<file path="config.mk">
export PLATFORM = sky130hd
export DESIGN_NAME = cordic_result_collector
export DESIGN_NICKNAME = d
export VERILOG_FILES = /design/src/rtl/cordic_result_collector.sv
export SDC_FILE = /design/constraint.sdc
export NUM_CORES = 1
export LEC_CHECK = 0
export CORE_ASPECT_RATIO = 1.4
export CORE_UTILIZATION = 40
export DETAILED_ROUTE_END_ITERATION = 6
export GPL_TIMING_DRIVEN = 1
export PLACE_DENSITY_LB_ADDON = 0.25
export SETUP_SLACK_MARGIN = 0.2
export SYNTH_ARGS = -nofsm -noshare
export SYNTH_HDL_FRONTEND = slang
export SYNTH_SLANG_ARGS = --single-unit
</file>
<file path="constraint.sdc">
create_clock -name i_clk -period 10.8 [get_ports i_clk]
set_input_delay 2.16 -clock i_clk [delete_from_list [all_inputs] [get_ports i_clk]]
set_output_delay 2.16 -clock i_clk [all_outputs]
set_load 0.01 [all_outputs]
</file>
<file path="src/rtl/cordic_result_collector.sv">
// Receive-side collector for the CORDIC wrapper: strips each 56-bit word to its
// 54-bit result, buffers it in a small FIFO and tracks frame count/overflow.
module cordic_result_collector #(
  parameter int INPUT_DATA_WIDTH  = 49,
  parameter int OUTPUT_DATA_WIDTH = 54,
  parameter int DATA_WIDTH        = 56,
  parameter int FIFO_DEPTH        = 8,
  parameter int CNT_WIDTH         = 16
) (
  input  logic                         i_clk,
  input  logic                         i_rst_n,
  input  logic                         i_en,
  input  logic [INPUT_DATA_WIDTH-1:0]  i_stop_code,
  input  logic                         i_vld,
  input  logic [DATA_WIDTH-1:0]        i_data,
  output logic                         o_vld,
  output logic [OUTPUT_DATA_WIDTH-1:0] o_data,
  output logic                         o_last,
  input  logic                         i_rdy,
  output logic [CNT_WIDTH-1:0]         o_count,
  output logic                         o_overflow,
  output logic                         o_busy,
  output logic                         o_done
);

  localparam int AW = $clog2(FIFO_DEPTH);
  localparam int EW = OUTPUT_DATA_WIDTH + 1;
  localparam logic [AW:0] DEPTH_C = (AW+1)'(FIFO_DEPTH);

  typedef enum logic [1:0] {
    S_IDLE,
    S_COLLECT,
    S_DRAIN,
    S_DONE
  } state_t;

  state_t               state;
  logic [EW-1:0]        mem [FIFO_DEPTH];
  logic [AW-1:0]        wr_ptr;
  logic [AW-1:0]        rd_ptr;
  logic [AW:0]          occ;
  logic [AW:0]          occ_nxt;
  logic [CNT_WIDTH-1:0] count;
  logic                 overflow;
  logic                 busy;
  logic                 done;

  logic                 is_stop_p0;
  logic [EW-1:0]        entry_p0;
  logic                 vld_p0;
  logic                 pop;
  logic                 room;
  logic                 push;
  logic                 drop;
  logic                 unused_hi;

  function automatic logic [CNT_WIDTH-1:0] sat_inc(input logic [CNT_WIDTH-1:0] v);
    sat_inc = (&v) ? v : v + 1'b1;
  endfunction

  // Stage p0: decode the incoming wrapper word (guard bits above the payload are dropped)
  assign unused_hi  = ^i_data[DATA_WIDTH-1:OUTPUT_DATA_WIDTH];
  assign is_stop_p0 = (i_data[INPUT_DATA_WIDTH-1:0] == i_stop_code);
  assign entry_p0   = {is_stop_p0, i_data[OUTPUT_DATA_WIDTH-1:0]};
  assign vld_p0     = (state == S_COLLECT) && i_vld;

  assign o_vld   = (occ != '0);
  assign pop     = o_vld && i_rdy;
  // A pop in the same cycle frees a slot, so a full FIFO can still accept a push.
  assign room    = (occ != DEPTH_C) || pop;
  assign push    = vld_p0 && room;
  assign drop    = vld_p0 && !room;
  assign occ_nxt = occ + {{AW{1'b0}}, push} - {{AW{1'b0}}, pop};

  // Stage p1: FIFO storage (data path, no reset)
  always_ff @(posedge i_clk) begin
    if (push) begin
      mem[wr_ptr] <= entry_p0;
    end
  end

  always_ff @(posedge i_clk) begin
    if (!i_rst_n) begin
      state    <= S_IDLE;
      wr_ptr   <= '0;
      rd_ptr   <= '0;
      occ      <= '0;
      count    <= '0;
      overflow <= 1'b0;
      busy     <= 1'b0;
      done     <= 1'b0;
    end else begin
      if (push) wr_ptr <= wr_ptr + 1'b1;
      if (pop)  rd_ptr <= rd_ptr + 1'b1;
      occ <= occ_nxt;
      case (state)
        S_IDLE: begin
          if (i_en) begin
            state    <= S_COLLECT;
            busy     <= 1'b1;
            count    <= '0;
            overflow <= 1'b0;
          end
        end
        S_COLLECT: begin
          if (push && !is_stop_p0) count <= sat_inc(count);
          if (drop) overflow <= 1'b1;
          if ((i_vld && is_stop_p0) || !i_en) state <= S_DRAIN;
        end
        S_DRAIN: begin
          if (occ_nxt == '0) begin
            state <= S_DONE;
            busy  <= 1'b0;
            done  <= 1'b1;
          end
        end
        S_DONE: begin
          if (!i_en) begin
            state <= S_IDLE;
            done  <= 1'b0;
          end
        end
        default: begin
          state <= S_IDLE;
          busy  <= 1'b0;
          done  <= 1'b0;
        end
      endcase
    end
  end

  // Head entry is gated so an empty FIFO always presents zeros.
  assign o_data     = o_vld ? mem[rd_ptr][OUTPUT_DATA_WIDTH-1:0] : '0;
  assign o_last     = o_vld && mem[rd_ptr][EW-1];
  assign o_count    = count;
  assign o_overflow = overflow;
  assign o_busy     = busy;
  assign o_done     = done;

endmodule

</file>
==> results.toml <==
[clocking]
cts.htree.levels = 2
clk_latency_ns = 0.55
cts_setup_buffers = 0
cts_root_buf = "clkbuf_16"
cts_num_sinks = 474
clk_pin_slew_worst_paths_ns = 0.06
holdBufCountCts = 0
cts_resized = 0
clock_tree.buffer_depth = 3
cts_tree = "done"
cts_buffers = 46

[critical_path]
cp_top_family = "buffers and inverters"
worstSetupPathType = "reg -> out"
r2r_cells = 16
endpoint_kind = "output port"
rrSetupSlack_ns = 6.68
r2r_start = "occ[1]$_SDFF_PN0_"
worst_r2r_endpoint = "state[1]$_SDFFE_PN0P_"
path_depth = 5
crit_path_max_fanout = 58
required_ns = 8.64
cp-endpoint = "o_data[6]"
arrival_ns = 3.65
crit_chain = "buf_4 -> mux4_2 -> mux2i_1 -> nor2_1 -> clkdlybuf4s50_1"
slowest_stage = "dfxtp_4"
worst_setup_path_start_kind = "flop"
cp_slowest_stage_delay_ns = 0.88
critPathBufInv = 2

[sta]
clock_skew_ns = 0.0133
max_slew_margin_pct = 28.2
post-route-min-period_ns = 5.81
period_share_pct = 53.8
max_freq_mhz = 172
hold_viol = 0
fin_ws_ns = 4.99
setup_tns_ns = 0
maxSlewViolCount = 0
rsz0062_at_grt = "false"
setup_viol = 0
tightest_slew_ns = 1.07

[yosys]
syn_nets = 1148
synth-adder-area-share_pct = 0.879
synth_compound_area_share_pct = 2.42
postSynthAreaPerCell_um2 = 18.9
synth_cell_types = 52
ys_seq_area_share_pct = 71.8
synthFlopType = "edfxtp_1"
synth-simple-area-share_pct = 5.04
synth.area.mux_share_pct = 16.0
yosys_warnings = 0
async_flop_share_pct = 0
synthesis.area_um2 = 19400
netlist_instances = 1025
synth_xor_xnor_area_share_pct = 2.53
synth_edf_count = 440
synth_top_family_by_area = "multiplexers"
ys_ff_latch = 474

[floorplan]
num_io_pins = 185
fp.coreArea_um2 = 47900
die_y_um = 262
die-width_um = 188
start_util_pct = 40.4
rows = 95
dieArea_um2 = 49300

[cells_and_area]
design_area_um2 = 23400
final_common_cell = "edfxtp_1"
area_growth_pct = 21.0
fin_nets = 1348
drive_gt1_share_pct = 17.5
fin_util_pct = 48.9
mostFrequentLayoutCells = "edfxtp_1, clkdlybuf4s50_1, mux4_2"

[place]
dpl_cell_area_um2 = 21900
dp_slack_ns = 5.28
port-buffer-count = 182
dpl.hpwl_um = 26700
gp_congestion = 0.841

[pwr]
finalPower_mw = 5.04
p_leak_nw = 7.31
vdd_drop_max_uv = 185
cellPowerDensity_nw_per_um2 = 215

[drt]
drt-wirelength-per-cell_um = 24.2
drtIter0Drc = 618
via_count = 10200
drc = 0
routed.top_layer = "met5"
ant_nets = 0
firstDrtPassIters = 5
wl_met1_um = 18500
routed_wl_um = 45800
vias_per_cell = 5.37
wl_met2_um = 23400
met3_length_um = 2260

[status]
status = "complete, no violations"

[min_path]
min_path_type = "reg -> reg"

[run]
max_cap_violations = 0

[grt]
grt_max_degree = 59
antenna_found_initial = 4
grt_use_total_pct = 18.8
grt.overflow.total = 0
grt_pass1_wl_um = 68000
grt_pass1_vias = 10800
## Yosys cell counts (2+ instances only)
cell type,number,share of area (%)
edfxtp_1,440,68
mux4_2,110,13
nor2_1,73,1.4
mux2i_1,60,3.1
xor2_1,48,2.2
dfxtp_1,34,3.5
nand2_1,33,0.64
clkbuf_1,28,0.54
nor4_1,23,0.74
inv_1,13,0.25
o31ai_1,13,0.50
ha_1,12,0.78
nand3_1,12,0.31
buf_2,11,0.28
and2_1,9,0.29
nand4_1,8,0.26
xnor2_1,8,0.36
a31oi_1,7,0.23
o31ai_2,7,0.45
o21ai_0,6,0.16
or3_1,6,0.19
nor2b_1,5,0.16
a21boi_0,4,0.16
a21oi_1,4,0.10
and3_1,4,0.13
buf_1,4,0.078
nor3_1,4,0.10
nand2b_1,3,0.097
nor3b_1,3,0.12
o41ai_1,3,0.14
a211oi_1,2,0.078
buf_4,2,0.078
mux2_2,2,0.12
nor4_2,2,0.13
nor4b_1,2,0.091
o211ai_1,2,0.078
o22ai_1,2,0.065
o41ai_2,2,0.17
## power breakdown
group	switching (mW)	internal (mW)
Sequential	0.0591	2.07
Clock	0.660	0.922
Combinational	0.644	0.676
Total	1.36	3.67
## registers in the layout, indices dropped and copies added (netlist names), named ones only
| name | flops |
|---|---|
| mem | 440 |
| o_count | 16 |
| occ | 4 |
| rd_ptr | 3 |
| wr_ptr | 3 |
| state | 2 |
| o_busy | 1 |
| o_done | 1 |
| o_overflow | 1 |
## worst min-delay path, stage by stage (launching register included)
cell     delay, ns
dfxtp_1       0.34
a21oi_1       0.05
nor2_1        0.07
## metal layers
metal	up-vias	GRT usage (%)
met4	6	6.92
met1	5271	23.7
met2	276	32.2
met5	-	0
met3	75	3.45
li1	4537	-
## cell families (layout without fill, tap and decap cells)
logic type / count (synthesis) / in the layout
flops: 474 / 474
simple gates: 193 / 193
mux: 172 / 172
buf+inv: 59 / 295
compound gates: 58 / 58
xor+xnor: 56 / 56
fa+ha+maj: 13 / 13
other cells: 0 / 2
## worst min-delay path by stage
stage	start	end	slack, ns	cells after the start
3_3_place_gp	rd_ptr[1]$_SDFFE_PN0P_	rd_ptr[1]$_SDFFE_PN0P_	0.48	2
4_1_cts	o_overflow$_SDFFE_PN0P_	o_overflow$_SDFFE_PN0P_	0.50	2
5_1_grt	o_overflow$_SDFFE_PN0P_	o_overflow$_SDFFE_PN0P_	0.52	2
2_1_floorplan	rd_ptr[1]$_SDFFE_PN0P_	flop	0.46	2
6_report	o_overflow$_SDFFE_PN0P_	o_overflow$_SDFFE_PN0P_	0.49	2
3_5_place_dp	o_overflow$_SDFFE_PN0P_	o_overflow$_SDFFE_PN0P_	0.47	2
## stage by stage
stage,hold slack [ns],instances
after floorplan,0.463,1025
after global placement,0.476,1807
after detailed placement,0.473,1807
after CTS,0.496,1891
after global routing,0.518,1892
final,0.490,1893
## final cells by class
class	instances	area, um^2
Fill cell	4036	24500
Sequential cell	474	13900
Clock buffer	59	1260
Inverter	13	48.8
Antenna cell	2	5.00
Tap cell	630	788
Multi-Input combinational cell	492	5250
Timing Repair Buffer	198	1940
Clock inverter	25	225
Note: power is estimated with default switching activity, not from simulation.
